$ cat config.mk
export PLATFORM = sky130hd
export DESIGN_NAME = eeprom_arbiter
export DESIGN_NICKNAME = d
export VERILOG_FILES = /design/src/rtl/eeprom_pkg.sv /design/src/rtl/rr_pick.sv /design/src/rtl/eeprom_arbiter.sv
export SDC_FILE = /design/constraint.sdc
export NUM_CORES = 1
export LEC_CHECK = 0
export CAP_MARGIN = 20
export CORE_MARGIN = 2
export CORE_UTILIZATION = 50
export CTS_CLUSTER_SIZE = 12
export DETAILED_ROUTE_END_ITERATION = 10
export DONT_BUFFER_PORTS = 1
export GPL_ROUTABILITY_DRIVEN = 0
export SETUP_SLACK_MARGIN = 0.1
export SLEW_MARGIN = 10
export SYNTH_ARGS = -nofsm -noshare
export SYNTH_HDL_FRONTEND = slang
export SYNTH_SLANG_ARGS = --single-unit
$ cat constraint.sdc
create_clock -name clk -period 3.5 [get_ports clk]
set_input_delay 0.525 -clock clk [delete_from_list [all_inputs] [get_ports clk]]
set_output_delay 0.525 -clock clk [all_outputs]
set_load 0.01 [all_outputs]
$ cat src/rtl/eeprom_pkg.sv
// Shared definitions for the EEPROM access path: arbiter states and bus widths.
package eeprom_pkg;

  localparam int EE_ADDR_W = 16;
  localparam int EE_DATA_W = 32;

  // 7-bit I2C slave address of the EEPROM device on the controller side.
  localparam logic [6:0] SLA7 = 7'h50;

  typedef enum logic [2:0] {
    ARB_IDLE,
    ARB_ISSUE,
    ARB_BUSY,
    ARB_DONE,
    ARB_FAIL
  } arb_state_t;

endpackage

$ cat src/rtl/rr_pick.sv
// Combinational round-robin selector: first set request at or after rr_ptr, wrapping.
module rr_pick #(
  parameter int NREQ  = 2,
  parameter int PTR_W = 1
) (
  input  logic [NREQ-1:0]  req,
  input  logic [PTR_W-1:0] rr_ptr,
  output logic [PTR_W-1:0] winner,
  output logic             valid
);

  logic [PTR_W-1:0] idx;

  // NOTE: every output of a combinational block gets a default before the loop,
  // otherwise paths that assign nothing infer a latch.
  always_comb begin
    winner = rr_ptr;
    valid  = |req;
    idx    = rr_ptr;
    // Walk from the farthest candidate back to rr_ptr so the nearest set bit wins.
    for (int k = NREQ - 1; k >= 0; k--) begin
      idx = PTR_W'((int'(rr_ptr) + k) % NREQ);
      if (req[idx]) winner = idx;
    end
  end

endmodule

$ cat src/rtl/eeprom_arbiter.sv
// Round-robin arbiter sharing one eeprom_controller between NREQ requesters,
// with issue and busy timeouts reported as a per-requester error pulse.
module eeprom_arbiter
  import eeprom_pkg::*;
#(
  parameter int NREQ      = 2,
  parameter int ISSUE_TMO = 4096,
  parameter int BUSY_TMO  = 2000000
) (
  input  logic                      clk,
  input  logic                      reset,
  input  logic [NREQ-1:0]           req,
  input  logic [NREQ-1:0]           wr,
  input  logic [EE_ADDR_W*NREQ-1:0] addr,
  input  logic [EE_DATA_W*NREQ-1:0] wdata,
  output logic [NREQ-1:0]           ack,
  output logic [NREQ-1:0]           err,
  output logic [EE_DATA_W-1:0]      rdata,
  output logic                      busy,
  output logic                      ee_req,
  output logic                      ee_wr,
  output logic [EE_ADDR_W-1:0]      ee_addr,
  output logic [EE_DATA_W-1:0]      ee_din,
  input  logic [EE_DATA_W-1:0]      ee_dout,
  input  logic                      ee_grant
);

  localparam int PTR_W   = (NREQ > 1) ? $clog2(NREQ) : 1;
  localparam int TMO_MAX = (ISSUE_TMO > BUSY_TMO) ? ISSUE_TMO : BUSY_TMO;
  localparam int CNT_W   = $clog2(TMO_MAX + 1);

  localparam logic [CNT_W-1:0] ISSUE_LAST = CNT_W'(ISSUE_TMO - 1);
  localparam logic [CNT_W-1:0] BUSY_LAST  = CNT_W'(BUSY_TMO - 1);

  arb_state_t       state;
  logic [PTR_W-1:0] rr_ptr;
  logic [PTR_W-1:0] winner;
  logic [PTR_W-1:0] pick;
  logic             pick_valid;
  logic [CNT_W-1:0] cnt;

  rr_pick #(
    .NREQ  (NREQ),
    .PTR_W (PTR_W)
  ) u_rr_pick (
    .req    (req),
    .rr_ptr (rr_ptr),
    .winner (pick),
    .valid  (pick_valid)
  );

  // NOTE: all state here is sequential, so only non-blocking assignments are used;
  // later assignments in the same pass (e.g. ack[winner]) override the defaults.
  always_ff @(posedge clk) begin
    if (reset) begin
      state   <= ARB_IDLE;
      rr_ptr  <= '0;
      winner  <= '0;
      cnt     <= '0;
      ack     <= '0;
      err     <= '0;
      rdata   <= '0;
      busy    <= 1'b0;
      ee_req  <= 1'b0;
      ee_wr   <= 1'b0;
      ee_addr <= '0;
      ee_din  <= '0;
    end else begin
      ack <= '0;
      err <= '0;
      case (state)
        ARB_IDLE: begin
          busy <= pick_valid;
          if (pick_valid) begin
            winner  <= pick;
            ee_wr   <= wr[pick];
            ee_addr <= addr[EE_ADDR_W*pick +: EE_ADDR_W];
            ee_din  <= wdata[EE_DATA_W*pick +: EE_DATA_W];
            ee_req  <= 1'b1;
            cnt     <= '0;
            state   <= ARB_ISSUE;
          end
        end
        ARB_ISSUE: begin
          // Drop req as soon as grant is seen so the controller does not re-enter.
          if (ee_grant) begin
            ee_req <= 1'b0;
            cnt    <= '0;
            state  <= ARB_BUSY;
          end else if (cnt == ISSUE_LAST) begin
            ee_req <= 1'b0;
            state  <= ARB_FAIL;
          end else begin
            cnt <= (cnt == '1) ? cnt : cnt + 1'b1;
          end
        end
        ARB_BUSY: begin
          if (!ee_grant) begin
            // Writes return the data that was written rather than the read bus.
            rdata <= ee_wr ? ee_din : ee_dout;
            state <= ARB_DONE;
          end else if (cnt == BUSY_LAST) begin
            state <= ARB_FAIL;
          end else begin
            cnt <= (cnt == '1) ? cnt : cnt + 1'b1;
          end
        end
        ARB_DONE: begin
          ack[winner] <= 1'b1;
          rr_ptr      <= (winner == PTR_W'(NREQ - 1)) ? '0 : winner + 1'b1;
          state       <= ARB_IDLE;
        end
        ARB_FAIL: begin
          err[winner] <= 1'b1;
          rr_ptr      <= (winner == PTR_W'(NREQ - 1)) ? '0 : winner + 1'b1;
          state       <= ARB_IDLE;
        end
        default: state <= ARB_IDLE;
      endcase
    end
  end

endmodule

==> results.toml, run 1 <==
[outcome]
outcome = "complete, no violations"

[power]
pwr-share-seq = 0.429
powerDensity_nw_per_um2 = 626
p_comb_frac = 0.117
vdd_drop_max_mv = 0.274
p_clk_frac = 0.455
net-switching-power_mw = 1.01
p_leak_nw = 2.00
p_int_mw = 2.60
p_sw_frac = 0.280

[synth]
synth_fp_nets = 700
ys_types = 43
syn_area_um2 = 5130
synth_edf_count = 0
ys_async_sr_fraction = 0
synth_cells = 564
synthFlopType = "dfxtp_1"
yosys_register_bits = 113
yosysSeqAreaShare = 0.441
synth_area_per_cell_um2 = 9.09
synth_warnings = 0

[detailed_routing]
drtAntennaViolNets = 0
drt_iter0_markers = 157
route.vias.total = 4019
detail_route.wl_per_cell_um = 18.3
finalWirelength_um = 12600
drt_pass1_iterations = 4
drc = 0
post_drt_via_cell_ratio = 5.86

[grt]
grt_pass1_wl_um = 20300
grt.total_usage = 0.229
grt_pass1_vias = 3930
grt_max_degree = 93
overflow = 0
antenna_found_initial = 0

[hold_path]
hold_path_class = "in -> reg"

[floorplan]
initial_utilization = 0.520
num_rows = 36
io_pins = 222
die_x_um = 105
die_h_um = 105
core-area_um2 = 9860
dieArea_um2 = 11100

[clock_network]
htreeDepth = 4
cts-buffers-inserted = 17
cts_root_buf = "clkbuf_8"
clkLatencyLatePin_ps = 500
hold_buffers = 0
cts_setup_buffers = 0
cts_tree = "yes"
clock-sinks = 113
clk_pin_slew_ps = 60
clock_path_buffers = 2
cts_resized = 0

[worst_setup_path]
cp-start-kind = "flip-flop"
cp_max_fo = 17
worstPathArrival_ps = 3030
timing_worst_setup_path_type = "reg -> reg"
required_ps = 3950
worst-r2r-setup-slack_ps = 920
cp-end-kind = "flip-flop"

[timing]
tightest_slew_ps = 833
setup_tns_ps = 0
rsz0062_at_grt = "false"
timing.slew.headroom = 0.445
setup_violations = 0
achievable-frequency_mhz = 388
slew_viol_final = 0
finalCritPeriodShare = 0.737
hold_violations = 0
clock-skew-final_ps = 11.7
fin_crit_ps = 2580

[finish]
num_antenna_cells = 0
fill_cells = 878
post-route-util = 0.586
register_area_um2 = 2260
layout.nets = 677
multiInputGateArea_um2 = 2670
area_delta_synth_final_pct = 12.7
drive_above_1_share = 0.0850

[placement]
hpwl_um = 8850
port_buffers = 0

[flow_run]
maxCapViolCount = 0
[stage by stage]
step | instance area [µm²] | power (mW) | setup WS, ps | hold WS [ps] | std cells
5_1_grt | 5780 | 3.79 | 693 | 64.2 | 686
3_5_place_dp | 5210 | 2.01 | 949 | 500 | 655
6_report | 5780 | 3.61 | 922 | 89.2 | 686
2_1_floorplan | 5130 | 1.91 | 1310 | 446 | 564
4_1_cts | 5780 | 3.66 | 929 | 73.3 | 686
3_3_place_gp | 5190 | 1.99 | 986 | 502 | 654
[logic make-up after synthesis]
family                   share of synthesized area
AND/OR/NAND/NOR                              0.172
flip-flops                                   0.441
AO/OA/AOI/OAI                                0.155
multiplexers                                 0.162
buffers and inverters                       0.0405
XOR/XNOR                                    0.0239
adder cells (fa/ha/maj)                    0.00439
[power by group through the flow]
| stage | clock (mW) | combinational [mW] | sequential, mW |
|---|---|---|---|
| 6_report | 1.64 | 0.421 | 1.55 |
| 5_1_grt | 1.75 | 0.478 | 1.57 |
| 4_1_cts | 1.68 | 0.426 | 1.55 |
| 3_5_place_dp | 0 | 0.426 | 1.58 |
| 3_3_place_gp | 0 | 0.388 | 1.60 |
| 2_1_floorplan | 0 | 0.381 | 1.53 |
[sequential cells by signal (all words and copies together) (netlist names)]
| name | flops |
|---|---|
| winner | 1 |
| busy | 1 |
| rr_ptr | 1 |
| rdata | 32 |
| err | 2 |
| ee_din | 32 |
| ee_req | 1 |
| ack | 2 |
| ee_addr | 16 |
| cnt | 21 |
| ee_wr | 1 |
| state | 3 |
[metal layers]
layer  part of all wire  vias up  GRT usage
met5                  0        -          0
met1               0.42     1846      0.274
met2               0.50      132      0.386
met3              0.072       16     0.0736
li1                   -     2025          -
met4              0.015        0     0.0781
[cell usage in the layout, fill, tap and decap left out, drive strengths merged, types with 2 or more instances in the layout]
cell    instances
a211oi         83
nor4            7
clkbuf         18
xnor2          14
o22ai           3
nor4b           3
nor2          118
a31o            2
nand2b          2
buf             6
inv            11
nor3           14
nand2           9
and3            6
nand4           8
bufinv          2
clkinv          5
and4            4
o21ai           4
a32o            3
a21oi           6
nor2b           2
dfxtp         113
nand3          13
mux2i          82
[final timing paths]
kind	startpoint	end	cells after the start
setup / recovery	state[1]	cnt[13]	6
hold / removal	reset	busy	1
setup reg to reg	state[1]	cnt[13]	6
hold reg to reg	winner	ack[0]	1
[synth_stat cells, drive strengths merged, types with 2 or more instances]
cell / n / area share
nor2: 118 / 0.086
dfxtp: 113 / 0.44
a211oi: 83 / 0.12
mux2i: 82 / 0.16
clkbuf: 46 / 0.034
nor3: 14 / 0.015
xnor2: 14 / 0.024
nand3: 13 / 0.013
nand2: 9 / 0.0066
nand4: 8 / 0.0098
nor4: 7 / 0.0085
a21oi: 6 / 0.0059
and3: 6 / 0.0073
inv: 6 / 0.0044
and4: 4 / 0.0068
o21ai: 4 / 0.0061
a32o: 3 / 0.0059
nor4b: 3 / 0.0051
o22ai: 3 / 0.0037
a31o: 2 / 0.0034
buf: 2 / 0.0024
nand2b: 2 / 0.0024
nor2b: 2 / 0.0024
[layout make-up]
| cell class | instances | area share |
|---|---|---|
| clock inverters | 13 | 0.0262 |
| repair buffers | 6 | 0.0143 |
| multi-input cells | 397 | 0.463 |
| inverters | 6 | 0.00390 |
| clock buffers | 18 | 0.0723 |
| well taps | 133 | 0.0288 |
| flip-flops and latches | 113 | 0.392 |
[worst max-delay path, cell delays in order (launching register included)]
cell	delay, ps
dfxtp_1	580
or3b_1	470
or4_4	520
o21ai_4	400
nor3_2	190
a211oi_2	250
a31o_1	120
Power figures use the tool's default switching activity.
==> run 2: changes to the inputs <==
clock period = 2.67 ns   (was 3.5 ns; I/O delays follow)
==> run 2 against run 1 <==
  * Global-route usage up 0.21 points
  * Register-to-register slack worse by 500 ps
  * Fmax up 15%
  * Clock skew down 3.1 ps
  * Critical path type unchanged
  * Die area unchanged
  * Count of clock-buffer cells in the layout up 3
  * Wire length up 1.8%
==> results.toml, run 2 (synthesized netlist as in run 1, its figures left out) <==
[floorplan]
die_x_um = 105
num_rows = 36
die_h_um = 105
initial_utilization = 0.520
io_pins = 222
dieArea_um2 = 11100
core-area_um2 = 9860

[timing]
hold_violations = 0
rsz0062_at_grt = "false"
slew_viol_final = 0
setup_violations = 0
timing.slew.headroom = 0.568
clock-skew-final_ps = 8.60
fin_crit_ps = 2250
finalCritPeriodShare = 0.843
tightest_slew_ps = 649
achievable-frequency_mhz = 444
timing.final.ws_setup_ps = 420
setup_tns_ps = 0

[finish]
largest_registers = "ee_din (32), rdata (32), cnt (21)"
post-route-util = 0.596
area_delta_synth_final_pct = 14.6
layout_common_cells = "nor2_1, dfxtp_1, mux2i_1, a211oi_1, clkbuf_16"
num_antenna_cells = 0
fill_cells = 849
drive_above_1_share = 0.0934
final_common_cell = "nor2_1"
layout.nets = 682

[worst_setup_path]
critical_path.top_delay_family = "simple AND/OR/NAND/NOR gates"
reg2reg_depth = 8
max_stage_delay_ps = 480
required_ps = 3060
path_buf_inv = 1
worst-r2r-setup-slack_ps = 420
crit_start = "cnt[0]"
cp_cell_sequence = "ha_1, and3_1, nand4_1, o22ai_1, buf_4, nor3_2, o22ai_1, a32o_1"
slowest_stage = "nor3_2"
cp-endpoint = "cnt[5]"
timing_worst_setup_path_type = "reg -> reg"
cp-start-kind = "flip-flop"
cp_common_cell = "o22ai_1"
rr_startpoint = "cnt[0]"
cp-end-kind = "flip-flop"
timing.rr.end = "cnt[5]"
cp_max_fo = 16
crit_cells = 8
worstPathArrival_ps = 2640

[clock_network]
cts-buffers-inserted = 17
clock_path_buffers = 2
cts_resized = 0
clock-sinks = 113
cts_tree = "yes"
cts_root_buf = "clkbuf_8"
clkLatencyLatePin_ps = 500
clk_pin_slew_ps = 50
htreeDepth = 4

[grt]
grt_pass1_vias = 3894
grt_max_degree = 89
grt.total_usage = 0.231
overflow = 0
grt_pass1_wl_um = 20300
antenna_found_initial = 0

[detailed_routing]
drt_iter0_markers = 212
drt_pass1_iterations = 5
detail_route.wl_per_cell_um = 18.6
post_drt_via_cell_ratio = 5.83
finalWirelength_um = 12800
drtAntennaViolNets = 0
route.vias.total = 4025
drc = 0

[power]
vdd_drop_max_mv = 0.446
powerDensity_nw_per_um2 = 845
p_leak_nw = 2.06
fin_total_pwr_mw = 4.96

[outcome]
outcome = "complete, no violations"

[hold_path]
hold_path_class = "in -> reg"

[placement]
place_ws_ps = 449
port_buffers = 0
hpwl_um = 8910

[flow_run]
maxCapViolCount = 0
run 2: metrics by stage:
stage	instances	hold WS [ps]	instance area, µm²
floorplan	564	446	5130
global placement	659	482	5230
detailed placement	659	482	5230
CTS	690	88.3	5880
global route	690	106	5880
finish	690	112	5880
run 2: worst min-delay path by stage:
| stage | startpoint | cells after the start | end |
|---|---|---|---|
| after global routing | ee_grant | 2 | state[2] |
| after floorplan | winner | 1 | ack[0] |
| after CTS | reset | 3 | state[0] |
| final | ee_grant | 3 | state[2] |
| after detailed placement | reset | 1 | ee_req |
| after global placement | reset | 1 | ee_wr |
run 2: area by class of cell:
class,count,area (µm²),area share
clock buffer,21,469,0.0798
clock inverter,9,155,0.0264
inverter,6,22.5,0.00383
multi-input combinational,397,2670,0.455
sequential,113,2260,0.385
tap,133,166,0.0283
timing repair buffer,11,128,0.0217
run 2: worst reg2reg max path: cells and delay by family (launching register included):
| kind | cells | cell delay (ps) |
|---|---|---|
| AOI/OAI and AO/OA | 3 | 480 |
| adders and majority gates | 1 | 230 |
| buffers and inverters | 1 | 190 |
| DFF | 1 | 340 |
| and+or+nand+nor | 3 | 910 |
run 2: report_power, final:
part / switching [mW] / total [mW] / internal [mW] / leakage, nW
Clock: 0.748 / 2.35 / 1.60 / 0.306
Combinational: 0.353 / 0.605 / 0.252 / 0.826
Sequential: 0.180 / 2.01 / 1.83 / 0.926
Total: 1.28 / 4.96 / 3.68 / 2.06
run 2: metal layers:
layer,global-route usage,part of all wire,wire length (µm)
met2,0.390,0.50,6460
met1,0.274,0.41,5230
met5,0,0,0
met3,0.0662,0.072,921
met4,0.0971,0.016,207
run 2: timing repair:
action | 4_1_cts | 5_1_grt
hold buffers | 1 | 0
hold endpoints to repair | 88 | 0
setup buffers | 0 | 0
==> RTL change 1, RTL diff (settings of run 2) <==
Set the parameter `ISSUE_TMO` to 2048 (it was 4096).
--- a/src/rtl/eeprom_arbiter.sv
+++ b/src/rtl/eeprom_arbiter.sv
@@ -4,7 +4,7 @@
   import eeprom_pkg::*;
 #(
   parameter int NREQ      = 2,
-  parameter int ISSUE_TMO = 4096,
+  parameter int ISSUE_TMO = 2048,
   parameter int BUSY_TMO  = 2000000
 ) (
   input  logic                      clk,
Formal check against the unedited RTL: same outputs for any inputs over 4 cycles, from zero or initial values and one cycle with reset high; that may be too few to reach the edited logic, so the function may still have changed.
==> RTL change 1 against run 2 <==
  * Total power is 8.5% lower
  * Count of clock-buffer cells in the layout is 3 lower
  * Clock power is 14% lower
  * Clock skew hardly changed
  * Via count is 5.0% higher
  * Routed wire length is 1.6% higher
  * Non-clock buffer count is 1 lower
  * Fmax is 1.6% higher
  * Highest routed layer unchanged
  * Area after synthesis is 2.1% higher
  * Worst setup slack better by 0.036 ns
  * Sequential cell count stayed put
  * Design area hardly changed
==> RTL change 1: results (changes against run 2) <==
\begin{tabular}{lr}
\hline
Metric & Value \\
\hline
\multicolumn{2}{l}{\textbf{Layout}} \\
Fraction of layout cells with a size suffix above 1 & 11.17\% (+1.8 points) \\
Number of nets in the finished design & 687 (+0.73\%) \\
\multicolumn{2}{l}{\textbf{Floorplan}} \\
Std-Cell Core Area & 0.01023 mm\^{}2 (+3.7\%) \\
\multicolumn{2}{l}{\textbf{Drt}} \\
Detailed route wirelength on metal2 & 6.247 mm (-3.3\%) \\
Violation count after the first detailed-routing iteration & 242 (+14\%) \\
Detailed-route wire length per cell & 18.59 um (+0.12\%) \\
Total vias in the final route & 4226 (+5.0\%) \\
Mean number of vias per cell & 6.037 (+3.5\%) \\
\multicolumn{2}{l}{\textbf{Synth}} \\
Part of the Yosys area used for sequential elements & 43.23\% (-0.90 points) \\
Number of cells produced by synthesis & 570 (+1.1\%) \\
Leading post-synthesis cells by cell area & dfxtp\_1 43\%, mux2i\_1 16\%, a211oi\_1 12\% \\
Post-synthesis adder-cell area fraction & 0.4304\% (-0.0089 points) \\
Post-Synthesis Net Count & 706 (+0.86\%) \\
Xor/xnor share of the synthesized area & 0.3348\% (-2.1 points) \\
Post-synthesis compound-gate area fraction & 19.11\% (+3.6 points) \\
Leading post-synthesis cells by instance count & 113 x dfxtp\_1, 100 x nor2\_1, 82 x mux2i\_1, 81 x a211oi\_1, 42 x clkbuf\_1 \\
\multicolumn{2}{l}{\textbf{Worst setup path}} \\
Slowest-stage cell, CP & or4b\_4 \\
Arrival time worst endpoint & 2.59 ns (-0.05 ns) \\
\multicolumn{2}{l}{\textbf{Power and ir drop}} \\
Clock network fraction of total power & 44.2\% (-3.1 points) \\
Power dissipated in the clock network & 0.00201 W (-14\%) \\
P\_leak & 1.964 nW (-4.5\%) \\
\multicolumn{2}{l}{\textbf{Run status}} \\
Run status & complete, no violations \\
\multicolumn{2}{l}{\textbf{Place}} \\
Placed instance count & 667 (+1.2\%) \\
Final HPWL DP & 9.077 mm (+1.9\%) \\
\multicolumn{2}{l}{\textbf{Global route}} \\
GR met1 Demand/Resource & 28.11\% (+0.68 points) \\
Tot GR Track Use & 22.70\% (-0.41 points) \\
\multicolumn{2}{l}{\textbf{STA}} \\
Slew HR & 57.51\% (+0.75 points) \\
\hline
\end{tabular}
-- RTL change 1: layout make-up --
cell class,count,area (um^2)
Clock inverter,14,107.6
Inverter,6,22.52
Multi-Input combinational cell,403,2758
Tap cell,136,170.2
Clock buffer,18,427.9
Fill cell,900,4349
Timing Repair Buffer,10,132.6
Sequential cell,113,2263
-- RTL change 1: path summary, 6_finish.rpt --
check	endpoint	slack, ns	start	cells after the start
setup / recovery	cnt[11]$_SDFFE_PP0P_	0.46	cnt[16]$_SDFFE_PP0P_	6
hold / removal	state[1]$_SDFFE_PP0P_	0.06	ee_grant	2
setup reg to reg	cnt[11]$_SDFFE_PP0P_	0.46	cnt[16]$_SDFFE_PP0P_	6
hold reg to reg	cnt[1]$_SDFFE_PP0P_	0.50	cnt[1]$_SDFFE_PP0P_	2
-- RTL change 1: worst register-to-register path, stage by stage (launching register included) --
cell     delay, ns
dfxtp_1       0.36
or4b_4        0.57
or4_4         0.53
o21ai_2       0.14
buf_4         0.24
or4_1         0.18
a21oi_2       0.06
==> RTL change 2, RTL diff (config.mk and constraints of run 2) <==
Without the edit above. Encoding of `arb_state_t`: now one-hot (5 bits for 5 states).
--- a/src/rtl/eeprom_pkg.sv
+++ b/src/rtl/eeprom_pkg.sv
@@ -7,12 +7,12 @@
   // 7-bit I2C slave address of the EEPROM device on the controller side.
   localparam logic [6:0] SLA7 = 7'h50;
 
-  typedef enum logic [2:0] {
-    ARB_IDLE,
-    ARB_ISSUE,
-    ARB_BUSY,
-    ARB_DONE,
-    ARB_FAIL
+  typedef enum logic [4:0] {
+    ARB_IDLE  = 5'b00001,
+    ARB_ISSUE = 5'b00010,
+    ARB_BUSY  = 5'b00100,
+    ARB_DONE  = 5'b01000,
+    ARB_FAIL  = 5'b10000
   } arb_state_t;
 
 endpackage
Formal check against the unedited RTL: no difference found for any inputs over 4 cycles, from zero or initial values and one cycle with reset high; so few cycles prove little.
==> RTL change 2 against run 2 <==
  * Global-route usage rose by 0.25 points
  * Combinational power is 4.5% higher
  * Sequential cell count increased by 2
  * Critical path depth down 1
  * Final cell count increased by 4.5%
  * Design area is 2.0% higher
  * Area after synthesis is 3.7% higher
  * Routed wire length grew 4.7%
  * Total power shrank 2.5%
  * Core utilization fell by 1.5 points
  * Sequential power up 3%
  * Worst setup slack worse by 0.070 ns
==> RTL change 2: results (changes against run 2) <==
\begin{tabular}{lr}
\hline
Metric & Value \\
\hline
\multicolumn{2}{l}{\textbf{Run status}} \\
Run status & complete, no violations \\
\multicolumn{2}{l}{\textbf{Power and ir drop}} \\
P\_leak & 2.075 nW (+0.83\%) \\
Peak VDD IR & 0.3403 mV (-24\%) \\
\multicolumn{2}{l}{\textbf{Synth}} \\
Part of the Yosys area used for sequential elements & 43.32\% (-0.81 points) \\
Post-Synthesis Net Count & 731 (+4.4\%) \\
\multicolumn{2}{l}{\textbf{Global route}} \\
Tot GR Track Use & 23.36\% (+0.25 points) \\
Via count of the first global-routing pass & 4076 (+4.7\%) \\
Met2 global-route usage & 39.33\% (+0.34 points) \\
Maximum number of pins on one net before global-route repair & 96 (+7.9\%) \\
Met3 usage in global routing & 8.085\% (+1.5 points) \\
Global-route wire length before repair & 20.97 mm (+3.3\%) \\
\multicolumn{2}{l}{\textbf{Layout}} \\
Number of nets in the finished design & 710 (+4.1\%) \\
Fraction of layout cells with a size suffix above 1 & 7.863\% (-1.5 points) \\
Cell Count, Final, Fillers Out & 721 (+4.5\%) \\
\multicolumn{2}{l}{\textbf{Worst setup path}} \\
Startpoint of the most critical register-to-register path & cnt[1]\$\_SDFFE\_PP0P\_ \\
Biggest cell delay along the critical path & 0.52 ns (+0.04 ns) \\
Slowest-stage cell, CP & o22a\_2 \\
Reg2Reg Depth & 7 (-1) \\
Arrival time worst endpoint & 2.72 ns (+0.08 ns) \\
Minimum setup slack among reg-to-reg paths & 0.35 ns (-0.07 ns) \\
\multicolumn{2}{l}{\textbf{Drt}} \\
M1 wire length & 5.606 mm (+7.3\%) \\
Violation count after the first detailed-routing iteration & 268 (+26\%) \\
Mean number of vias per cell & 5.895 (+1.1\%) \\
Routed length on met3 & 926 um (+0.54\%) \\
\multicolumn{2}{l}{\textbf{Place}} \\
Pre-CTS setup slack & 0.3392 ns (-0.1099 ns) \\
Placed Area & 0.005393 mm\^{}2 (+3.2\%) \\
Final HPWL DP & 9.345 mm (+4.9\%) \\
Placed instance count & 689 (+4.6\%) \\
\multicolumn{2}{l}{\textbf{Hold path}} \\
Worst hold path stage count & 1 (-2) \\
\multicolumn{2}{l}{\textbf{STA}} \\
Fin Clk Skew & 0.008687 ns (+0.00008332 ns) \\
\hline
\end{tabular}
## RTL change 2: cell types whose count changed after synthesis, sizes merged, moves of 7 or more
cell / change
clkbuf: -7
nor2: -9
xnor2: -13
buf: +8
a21oi: +19
nand2: +8
o21ai: +14
## RTL change 2: layout make-up
type                       instances  area [um^2]
fill                             937         4328
multi-input combinational        428         2814
sequential                       115         2303
clock buffer                      21        459.2
tap                              136        170.2
timing repair buffer               9        131.4
clock inverter                     9        106.4
inverter                           3        11.26
## RTL change 2: how the worst max path moves through the flow
stage,start,end,slack (ns)
floorplan,cnt[0]$_SDFFE_PP0P_,cnt[9]$_SDFFE_PP0P_,0.64
global placement,cnt[0]$_SDFFE_PP0P_,cnt[9]$_SDFFE_PP0P_,0.44
detailed placement,cnt[0]$_SDFFE_PP0P_,cnt[9]$_SDFFE_PP0P_,0.34
CTS,cnt[0]$_SDFFE_PP0P_,cnt[9]$_SDFFE_PP0P_,0.32
global route,cnt[0]$_SDFFE_PP0P_,cnt[9]$_SDFFE_PP0P_,0.14
finish,cnt[1]$_SDFFE_PP0P_,cnt[9]$_SDFFE_PP0P_,0.35
## RTL change 2: cell families after synthesis
| kind of cell | Yosys count | synth area share, % |
|---|---|---|
| adder cells (fa/ha/maj) | 2 | 0.4238 |
| AO/OA/AOI/OAI | 142 | 18.41 |
| AND/OR/NAND/NOR | 201 | 18.25 |
| multiplexers | 82 | 15.45 |
| flip-flops | 115 | 43.32 |
| buffers and inverters | 52 | 3.979 |
| XOR/XNOR | 1 | 0.1649 |
## RTL change 2: repair_timing
item / in CTS / in global routing
hold buffers: 2 / 0
hold endpoints to repair: 96 / 0
setup buffers: 0 / 0
## RTL change 2: power breakdown
part	internal [W]	switching, W
Sequential	0.00186	0.000216
Combinational	0.000267	0.000365
Clock	0.00138	0.000749
